**config.mk**
```make
export PLATFORM = sky130hd
export DESIGN_NAME = fir_filter_param
export DESIGN_NICKNAME = d
export VERILOG_FILES = /design/src/rtl/fir_pkg.sv /design/src/rtl/fir_round_sat.sv /design/src/rtl/fir_filter_param.sv
export SDC_FILE = /design/constraint.sdc
export NUM_CORES = 1
export LEC_CHECK = 0
export ABC_AREA = 0
export CORE_MARGIN = 8
export CORE_UTILIZATION = 55
export CTS_CLUSTER_SIZE = 10
export DETAILED_ROUTE_END_ITERATION = 6
export GPL_TIMING_DRIVEN = 0
export PLACE_DENSITY = 0.72
export SLEW_MARGIN = 40
export SYNTH_ARGS = -nofsm -noshare
export SYNTH_HDL_FRONTEND = slang
export SYNTH_SLANG_ARGS = --single-unit
```
**constraint.sdc**
```tcl
create_clock -name clk -period 12.05 [get_ports clk]
set_input_delay 1.8075 -clock clk [delete_from_list [all_inputs] [get_ports clk]]
set_output_delay 1.8075 -clock clk [all_outputs]
set_load 0.01 [all_outputs]
```
**src/rtl/fir_pkg.sv**
```systemverilog
// Shared helpers for the parametrised FIR: width arithmetic and output saturation.
package fir_pkg;

    // Widest intermediate the saturation helper works on.
    localparam int unsigned SAT_W = 64;

    typedef struct packed {
        logic                    ovf;
        logic signed [SAT_W-1:0] val;
    } sat_t;

    // Ceiling log2, usable in constant expressions; clog2(1) = 0.
    function automatic int unsigned clog2(input int unsigned n);
        int unsigned r;
        r = 0;
        for (int unsigned i = 0; i < 32; i++) begin
            if ((64'd1 << i) < 64'(n)) begin
                r = i + 1;
            end
        end
        return r;
    endfunction

    // Accumulator width that can hold the sum of all products without wrapping.
    function automatic int unsigned acc_width(input int unsigned data_w,
                                              input int unsigned coef_w,
                                              input int unsigned taps);
        return data_w + coef_w + clog2(taps);
    endfunction

    // Clamp a sign-extended value to the signed range of out_w bits.
    function automatic sat_t sat_clamp(input logic signed [SAT_W-1:0] v,
                                       input int unsigned out_w);
        logic signed [SAT_W-1:0] hi;
        logic signed [SAT_W-1:0] lo;
        sat_t                    r;
        hi = (64'sd1 <<< (out_w - 1)) - 64'sd1;
        lo = -(64'sd1 <<< (out_w - 1));
        if (v > hi) begin
            r.ovf = 1'b1;
            r.val = hi;
        end else if (v < lo) begin
            r.ovf = 1'b1;
            r.val = lo;
        end else begin
            r.ovf = 1'b0;
            r.val = v;
        end
        return r;
    endfunction

endpackage

```
**src/rtl/fir_round_sat.sv**
```systemverilog
// Combinational post-processing of the accumulator: round half up, arithmetic shift, clamp.
module fir_round_sat
    import fir_pkg::*;
#(
    parameter int unsigned ACC_W = 18,
    parameter int unsigned OUT_W = 16,
    parameter int unsigned SHIFT = 0
) (
    input  logic signed [ACC_W-1:0] acc,
    output logic signed [OUT_W-1:0] y,
    output logic                    ovf
);

    localparam int unsigned HALF_POS = (SHIFT > 0) ? SHIFT - 1 : 0;
    // Rounding constant 2^(SHIFT-1); zero when no shift is applied.
    localparam logic [ACC_W:0] HALF = (SHIFT > 0) ? ((ACC_W + 1)'(1) << HALF_POS) : '0;

    // One guard bit so adding the rounding constant can never wrap.
    logic signed [ACC_W:0]   rnd;
    logic signed [ACC_W:0]   shf;
    logic signed [SAT_W-1:0] wide;
    sat_t                    sat;
    logic                    unused_sat;

    // Round, shift, sign-extend and clamp.
    always_comb begin
        rnd  = {acc[ACC_W-1], acc} + HALF;
        shf  = rnd >>> SHIFT;
        wide = SAT_W'(shf);
        sat  = sat_clamp(wide, OUT_W);
        y    = sat.val[OUT_W-1:0];
        ovf  = sat.ovf;
    end

    // Upper bits are a copy of the sign after clamping.
    assign unused_sat = ^sat.val[SAT_W-1:OUT_W];

endmodule

```
**src/rtl/fir_filter_param.sv**
```systemverilog
// Pipelined direct-form FIR with valid handshake, loadable coefficients,
// rounding shift, output saturation and delay-line flush.
module fir_filter_param
    import fir_pkg::*;
#(
    parameter int unsigned DATA_W = 8,
    parameter int unsigned COEF_W = 8,
    parameter int unsigned TAPS   = 4,
    parameter int unsigned OUT_W  = 16,
    parameter int unsigned SHIFT  = 0
) (
    input  logic                      clk,
    input  logic                      rst,
    input  logic                      in_valid,
    input  logic signed [DATA_W-1:0]  x,
    input  logic                      flush,
    input  logic                      coef_wr,
    input  logic [clog2(TAPS)-1:0]    coef_addr,
    input  logic signed [COEF_W-1:0]  coef_data,
    output logic                      out_valid,
    output logic signed [OUT_W-1:0]   y,
    output logic                      ovf
);

    localparam int unsigned PROD_W = DATA_W + COEF_W;
    localparam int unsigned ACC_W  = acc_width(DATA_W, COEF_W, TAPS);

    logic signed [DATA_W-1:0] d_q [TAPS];
    logic signed [COEF_W-1:0] c_q [TAPS];
    logic signed [PROD_W-1:0] p_q [TAPS];
    logic                     vd_q;
    logic                     v1_q;

    logic signed [ACC_W-1:0]  acc;
    logic signed [OUT_W-1:0]  y_d;
    logic                     ovf_d;
    logic signed [OUT_W-1:0]  y_q;
    logic                     ovf_q;
    logic                     out_valid_q;

    // Stage-2 results are committed only for live samples not killed by flush.
    logic                     s2_fire;
    assign s2_fire = v1_q && !flush;

    // Delay line: shifts on accepted samples, cleared by reset or flush.
    always_ff @(posedge clk) begin
        if (rst || flush) begin
            for (int unsigned k = 0; k < TAPS; k++) begin
                d_q[k] <= '0;
            end
            vd_q <= 1'b0;
        end else if (in_valid) begin
            d_q[0] <= x;
            for (int unsigned k = 1; k < TAPS; k++) begin
                d_q[k] <= d_q[k-1];
            end
            vd_q <= 1'b1;
        end else begin
            vd_q <= 1'b0;
        end
    end

    // Coefficient file: resets to pass-through, out-of-range addresses are ignored.
    always_ff @(posedge clk) begin
        if (rst) begin
            for (int unsigned k = 0; k < TAPS; k++) begin
                c_q[k] <= (k == 0) ? COEF_W'(1) : '0;
            end
        end else if (coef_wr && (32'(coef_addr) < TAPS)) begin
            c_q[coef_addr] <= coef_data;
        end
    end

    // Stage 1: per-tap products, captured only when the delay line holds a new sample.
    always_ff @(posedge clk) begin
        if (rst) begin
            for (int unsigned k = 0; k < TAPS; k++) begin
                p_q[k] <= '0;
            end
            v1_q <= 1'b0;
        end else begin
            v1_q <= vd_q && !flush;
            if (vd_q) begin
                for (int unsigned k = 0; k < TAPS; k++) begin
                    p_q[k] <= d_q[k] * c_q[k];
                end
            end
        end
    end

    // Stage 2 adder tree, sign-extending every product to the full accumulator width.
    always_comb begin
        acc = '0;
        for (int unsigned k = 0; k < TAPS; k++) begin
            acc = acc + ACC_W'(p_q[k]);
        end
    end

    fir_round_sat #(
        .ACC_W (ACC_W),
        .OUT_W (OUT_W),
        .SHIFT (SHIFT)
    ) u_round_sat (
        .acc (acc),
        .y   (y_d),
        .ovf (ovf_d)
    );

    // Output registers: y holds between samples, ovf only accompanies out_valid.
    always_ff @(posedge clk) begin
        if (rst) begin
            y_q         <= '0;
            ovf_q       <= 1'b0;
            out_valid_q <= 1'b0;
        end else begin
            out_valid_q <= s2_fire;
            ovf_q       <= s2_fire && ovf_d;
            if (s2_fire) begin
                y_q <= y_d;
            end
        end
    end

    assign out_valid = out_valid_q;
    assign y         = y_q;
    assign ovf       = ovf_q;

endmodule

```
=== After elaboration in Yosys (flattened, before gate mapping) ===
Memories as Yosys holds them, arrays and structs flattened.
Cells that the tools add are included.
W data, S select, Z words.

* Register bits: 20
* Bits in writable memories: 128
* Input bits: 23
* Logic and storage cells: 57
* Memories: 3

{| class="wikitable"
|+ Memories
! name !! depth !! bits a word !! read ports !! clocked after Yosys merged registers in !! wr ports !! line !! text
|-
| p_q || 4 || 16 || 4 || 0 || 4 || fir_filter_param.sv:30 || <nowiki>logic signed [PROD_W-1:0] p_q [TAPS];</nowiki>
|-
| c_q || 4 || 8 || 4 || 0 || 4 || fir_filter_param.sv:29 || <nowiki>logic signed [COEF_W-1:0] c_q [TAPS];</nowiki>
|-
| d_q || 4 || 8 || 4 || 0 || 4 || fir_filter_param.sv:28 || <nowiki>logic signed [DATA_W-1:0] d_q [TAPS];</nowiki>
|}

* Add/sub/neg operators: 3
* $mul: 4
* $lt $le $gt $ge: 2
* Multiplexer cells: 26
* Bitwise logic cells: 8
* Reduce and logical (&&, ||, !) cells: 6

{| class="wikitable"
|+ Operator list
! cell !! number
|-
| $mux W65 || 2
|-
| $mul A8 B8 Y16 || 4
|-
| $mux W16 || 4
|-
| $mux W8 || 5
|-
| $add A17 B16 Y18 || 1
|-
| $add A18 B16 Y18 || 1
|-
| $gt A18 B16 Y1 const B || 1
|-
| $lt A18 B16 Y1 const B || 1
|-
| $add A16 B16 Y17 || 1
|-
| $mux W1 || 14
|-
| $or A1 B1 Y1 || 8
|-
| $reduce_or A8 Y1 || 1
|-
| $logic_and A1 B1 Y1 || 3
|-
| $mux W2 || 1
|-
| $logic_not A1 Y1 || 1
|-
| $logic_or A1 B1 Y1 || 1
|}

=== Logic depth before layout (Yosys ltp) ===
Gate-level depths: netlist (run 1).

* Depth in word-level cells: 7
* Mapped depth: 18

=== Modules after synthesis ===
From an unflattened synthesis (run 1), not the netlist that was laid out.

* Cells, all modules: 1645
* Area, all modules: 16961.3 um^2

{| class="wikitable"
|+ Modules (own cells, without submodules)
! module !! times used !! cells each !! area an instance (um^2) !! seq. area each (um^2)
|-
| fir_filter_param || 1 || 1588 || 16520.8 || 4244.1
|-
| fir_round_sat || 1 || 57 || 440.4 || 0.0
|}

=== Worst setup path before layout (run 1) ===
No wires, ideal clock.

* Path kind: register to register
* Start: memory d_q[1][6]
* End: memory p_q[1][15] in the netlist's numbering (data pin)
* Arrival: 4060 ps
* Required time: 11789 ps
* Slack: 7728 ps
* Cell stages (with the launch flop): 17
* Clock period less this slack: 4322 ps
* Cells stage by stage: edfxtp_1 -> and2_1 -> fa_1 -> inv_1 -> fa_1 -> inv_1 -> fa_1 -> inv_1 -> fa_1 -> inv_1 -> ha_1 -> nand2b_1 -> a21boi_0 -> o41ai_1 -> o21ai_1 -> a31oi_1 -> mux2i_1

{| class="wikitable"
|+ RTL lines
! item !! line
|-
| start, declared || fir_filter_param.sv:28
|-
| end, declared || fir_filter_param.sv:30
|}

==> results.toml, run 1 <==
[synth]
yosysTopAreaCell = "fa_1"
ys.flop_type = "edfxtp_1"
syn_inst = 1621
ys_top_cells_by_area = "fa_1, edfxtp_1, ha_1, and2_1, inv_1"
synth-seq-cells = 148
synth-warning-count = 0
ys_seq_area_frac = 0.253
synth_edf_count = 128
synthesis.nets = 2030
syn_area_um2 = 16800
ys_types = 59
ys_async_sr_fraction = 0
syn_avg_cell_area_um2 = 10.3
synth_top_area_frac = 0.302

[cells_and_area]
finalNetCount = 2090
fillers = 2503
final_common_cell = "inv_1"
diodes = 0
drive_gt1_frac = 0.0384
layout_common_cells = "inv_1, fa_1, and2_1"
area_growth_syn_to_layout_pct = 9.08

[timing]
min_period_ns = 5.10
tightest_slew_ns = 0.792
setup_viol = 0
rsz0062_at_grt = "no"
hold_viol = 0
slew-limit-headroom = 0.472
setup_slack_ns = 6.95
fin_hold_ws_ns = 0.465
finalMaxSlewViolations = 0
fmax_mhz = 196
setup_tns_ns = 0
finalCritPeriodShare = 0.423
skew_ns = 0.00904

[global_route]
grt_pass1_wl_um = 58000
grtUsageTotal = 0.205
grt_pass1_vias = 11600
grt_max_degree = 46
antenna_found_initial = 0
gr-total-overflow = 0

[place]
place_ws_ns = 6.56
gp_congestion = 0.839
hpwl_um = 29200
port_buffers = 40

[floorplan]
dieHeight_um = 191
die_w_um = 191
start_util = 0.554
dieArea_um2 = 36300
rows = 64
ios = 41
core_region_area_um2 = 30300

[worst_setup_path]
crit_fanout = 10
path_class = "in -> reg"
critical_path_arrival_ns = 5.23
max_stage_delay_ns = 0.74
crit_chain = "clkdlybuf4s50_1 -> clkbuf_1 -> clkinv_1 -> nand2_1 -> clkbuf_1 -> nor3_1"
critPathLaunchType = "primary input"
timing.critical_path.mode_cell = "clkbuf_1"
cp-end-kind = "register"
cp.required_ns = 12.18
crit_slowest_cell = "nand2_1"

[clock_network]
cts_max_path_buffers = 2
htree_num_levels = 4
cts_setup_buffers = 0
clk_pin_slew_ns = 0.06
cts-resized-gates = 0
cts_hold_buf = 0
clock-sinks = 148
cts_tree = "yes"
cts-root-buf = "clkbuf_16"
numCtsBuffers = 17
clock_latency_ns = 0.43

[routing]
ant_nets = 0
firstDrtPassIters = 6
num_vias = 10800
drtIter0Drc = 598
drc_errors = 0
wl_per_cell_um = 16.7
routed_wl_um = 34800
routed_via_density = 5.16

[pwr]
internal-power_mw = 1.38
pwr-share-comb = 0.484
peakVddDrop_uv = 103
power.switching_uw = 883
power_density_nw_per_um2 = 124
p_leak_nw = 8.29
p_clk_frac = 0.239
p_seq_frac = 0.278
switching_share = 0.391

[outcome]
status = "finished clean"

[run]
maxCapViolCount = 0

[hold_path]
hp-class = "reg -> reg"
[worst max-delay path: cells and delay by family]
kind,cells,cell delay (ns)
simple gates,2,0.97
buf+inv,4,2.43
[worst paths after layout]
kind / startpoint / endpoint / slack [ns] / cells past startpoint
worst max-delay path: rst / p_q[0][8] / 6.95 / 6
worst min-delay path: y[14] / y[14] / 0.47 / 2
worst max register to register: d_q[0][5] / p_q[0][13] / 7.15 / 18
worst min register to register: y[14] / y[14] / 0.47 / 2
[sequential cells by signal (all words and copies together), names as in the netlist]
signal and cells:
p_q 64, ovf 1, vd_q 1, v1_q 1, d_q 32, y 16, out_valid 1, c_q 32
[power groups by stage]
stage	Clock (mW)	Combinational [mW]	Sequential, mW
detailed placement	0	1.10	0.638
global route	0.567	1.24	0.632
global placement	0	1.06	0.638
finish	0.540	1.09	0.628
floorplan	0	0.848	0.620
CTS	0.546	1.10	0.628
[kinds of logic (layout without fill, tap and decap cells)]
family	count (synthesis)	count (layout)	share of synthesized area
compound gates	141	141	0.0621
xor+xnor	64	64	0.0334
fa+ha+maj	386	386	0.401
buf+inv	376	448	0.0846
flops	148	148	0.253
mux	3	3	0.00179
simple gates	503	503	0.164
[per-stage QoR]
step           total power [mW]  cell area, µm²  utilization  std cells
6_report                   2.26           18300        0.604       2089
5_1_grt                    2.44           18300        0.604       2089
4_1_cts                    2.28           18300        0.604       2089
3_5_place_dp               1.73           17700        0.585       2058
3_3_place_gp               1.70           17700        0.584       2057
2_1_floorplan              1.47           16800            -       1621
[routing by layer]
layer,global-route usage,part of all wire,vias to the layer above
met1,0.257,0.43,5338
met3,0.0379,0.049,38
li1,-,-,5165
met5,0,0,-
met4,0.0743,0.030,0
met2,0.351,0.49,235
[synth_stat cells (9+ instances only)]
cell type  count
a21o_1        19
a21oi_1       28
a311oi_2       9
and2_1       230
clkbuf_1      16
dfxtp_1       20
edfxtp_1     128
fa_1         253
ha_1         133
inv_1        357
nand2_1      109
nand2b_1      33
nor2_1        65
nor2b_1       13
nor3_1        15
o21ai_0       18
o21ai_1       17
xnor2_1       43
xor2_1        21
[final cells by class]
cell class | count | area [µm²] | share of cell area
clock inverter | 12 | 155 | 0.00848
buffer | 17 | 71.3 | 0.00390
sequential | 148 | 4240 | 0.232
timing repair buffer | 41 | 420 | 0.0230
clock buffer | 19 | 433 | 0.0237
multi-input combinational | 1097 | 11100 | 0.608
tap | 396 | 495 | 0.0271
inverter | 359 | 1350 | 0.0737
Note: power is estimated with default switching activity, not from simulation.
==> run 2: changes to the inputs <==
- clock period: 12.05 -> 5.05 ns (I/O delays scaled with it)
==> results.toml, run 2 (synthesized netlist as in run 1, its figures left out) <==
[worst_setup_path]
critical_path_arrival_ns = 5.05
crit_slowest_cell = "edfxtp_1"
critPathBufInv = 3
critPathLaunchType = "register"
cp-end-kind = "register"
max_stage_delay_ns = 0.52
cp.required_ns = 5.35
path_class = "reg -> reg"
critical-path-top-delay-family = "adder cells"
crit_fanout = 8
crit_chain = "and2_1 -> ha_1 -> fa_1 -> ha_1 -> inv_1 -> fa_1 -> inv_1 -> ha_1 -> inv_1 -> fa_1 -> nor2b_1 -> o21ai_1 -> a21boi_0 -> o21ai_1 -> a21oi_1 -> nor2_1 -> xnor2_1 -> and2_1"

[routing]
drc_errors = 0
num_vias = 10800
wl_met3_um = 1700
firstDrtPassIters = 7
routed_via_density = 5.17
ant_nets = 0
met1Wirelength_um = 15100
topRoutingLayerUsed = "met4"
wl_per_cell_um = 16.7
met2WireLength_um = 17000
routed_wl_um = 34900
drtIter0Drc = 501

[floorplan]
start_util = 0.554
dieHeight_um = 191
dieArea_um2 = 36300
ios = 41
rows = 64
die_w_um = 191
core_region_area_um2 = 30300

[global_route]
grtUsageTotal = 0.205
antenna_found_initial = 0
grt_pass1_vias = 11600
gr-total-overflow = 0
grt_pass1_wl_um = 58000
grt_max_degree = 46

[clock_network]
clock-sinks = 148
cts_max_path_buffers = 2
cts_tree = "yes"
cts_hold_buf = 0
clock_latency_ns = 0.43
cts-root-buf = "clkbuf_16"
clk_pin_slew_ns = 0.06
numCtsBuffers = 17
htree_num_levels = 4

[pwr]
power_density_nw_per_um2 = 295
power.switching_mw = 2.11
p_clk_frac = 0.239
p_seq_frac = 0.277
internal-power_mw = 3.29
peakVddDrop_uv = 244
switching_share = 0.391
p_leak_nw = 8.31
pwr-share-comb = 0.484

[cells_and_area]
multi_input_area_um2 = 11100
final_common_cell = "inv_1"
area_growth_syn_to_layout_pct = 9.21
final_util = 0.605
largest_reg_flops = 64
finalNetCount = 2092
layout_common_cells = "inv_1, fa_1, and2_1"
top_register = "p_q"
fillers = 2502
regArea_um2 = 4240
diodes = 0
reg.largest.list = "p_q: 64 flops, c_q: 32 flops, d_q: 32 flops"
drive_gt1_frac = 0.0401

[timing]
tightest_slew_ns = 0.800
skew_ns = 0.00749
setup_viol = 0
min_period_ns = 4.75
slew-limit-headroom = 0.467
rsz0062_at_grt = "no"
finalCritPeriodShare = 0.940
fmax_mhz = 211
finalMaxSlewViolations = 0
setup_tns_ns = 0
hold_viol = 0
setup_slack_ns = 0.302

[outcome]
status = "finished clean"

[hold_path]
hp-class = "reg -> reg"

[place]
gp_congestion = 0.839
place_ws_ns = 0.123
hpwl_um = 29200
port_buffers = 40

[run]
maxCapViolCount = 0
## run 2: power by group through the flow
stage	registers, mW	logic, mW	clock network [mW]
after floorplan	1.48	2.02	0
after global placement	1.52	2.54	0
after global routing	1.51	2.97	1.35
after CTS	1.50	2.63	1.30
final	1.50	2.61	1.29
after detailed placement	1.52	2.61	0
## run 2: path summary, 6_finish.rpt
| path | start | to | slack (ns) | depth (start not counted) |
|---|---|---|---|---|
| max | d_q[3][4] | p_q[3][12] | 0.30 | 18 |
| min | y[14] | y[14] | 0.47 | 2 |
| max reg2reg | d_q[3][4] | p_q[3][12] | 0.30 | 18 |
| min reg2reg | y[14] | y[14] | 0.47 | 2 |
## run 2: worst reg2reg max path, cell delays in order, from the launching register on
cell	delay, ns
edfxtp_1	0.52
and2_1	0.22
ha_1	0.32
fa_1	0.46
ha_1	0.28
inv_1	0.04
fa_1	0.42
inv_1	0.06
ha_1	0.16
inv_1	0.07
fa_1	0.44
nor2b_1	0.17
o21ai_1	0.10
a21boi_0	0.30
o21ai_1	0.13
a21oi_1	0.25
nor2_1	0.10
xnor2_1	0.39
and2_1	0.19
## run 2: layout make-up
class | instances | share of cell area
repair buffers | 43 | 0.0238
clock buffers | 19 | 0.0236
inverters | 359 | 0.0736
plain buffers | 17 | 0.00389
multi-input cells | 1097 | 0.608
flip-flops and latches | 148 | 0.232
well taps | 396 | 0.0271
clock inverters | 12 | 0.00847
## run 2: per-layer routing
layer / track usage / vias to the layer above
li1: - / 5160
met3: 0.0379 / 38
met1: 0.257 / 5366
met2: 0.351 / 252
met5: 0 / -
met4: 0.0743 / 0
## run 2: what timing repair did
item                                    4_1_cts  5_1_grt
buffers inserted                              0        2
gates resized for setup                       0        2
endpoints found under the setup margin        0        2
## run 2: through the flow
step | std cells | hold WS, ns | power [mW] | cell area (µm²)
after floorplan | 1621 | 0.472 | 3.50 | 16800
after global placement | 2057 | 0.441 | 4.06 | 17700
after detailed placement | 2058 | 0.470 | 4.14 | 17700
after CTS | 2089 | 0.478 | 5.44 | 18300
after global routing | 2091 | 0.501 | 5.83 | 18300
final | 2091 | 0.465 | 5.40 | 18300
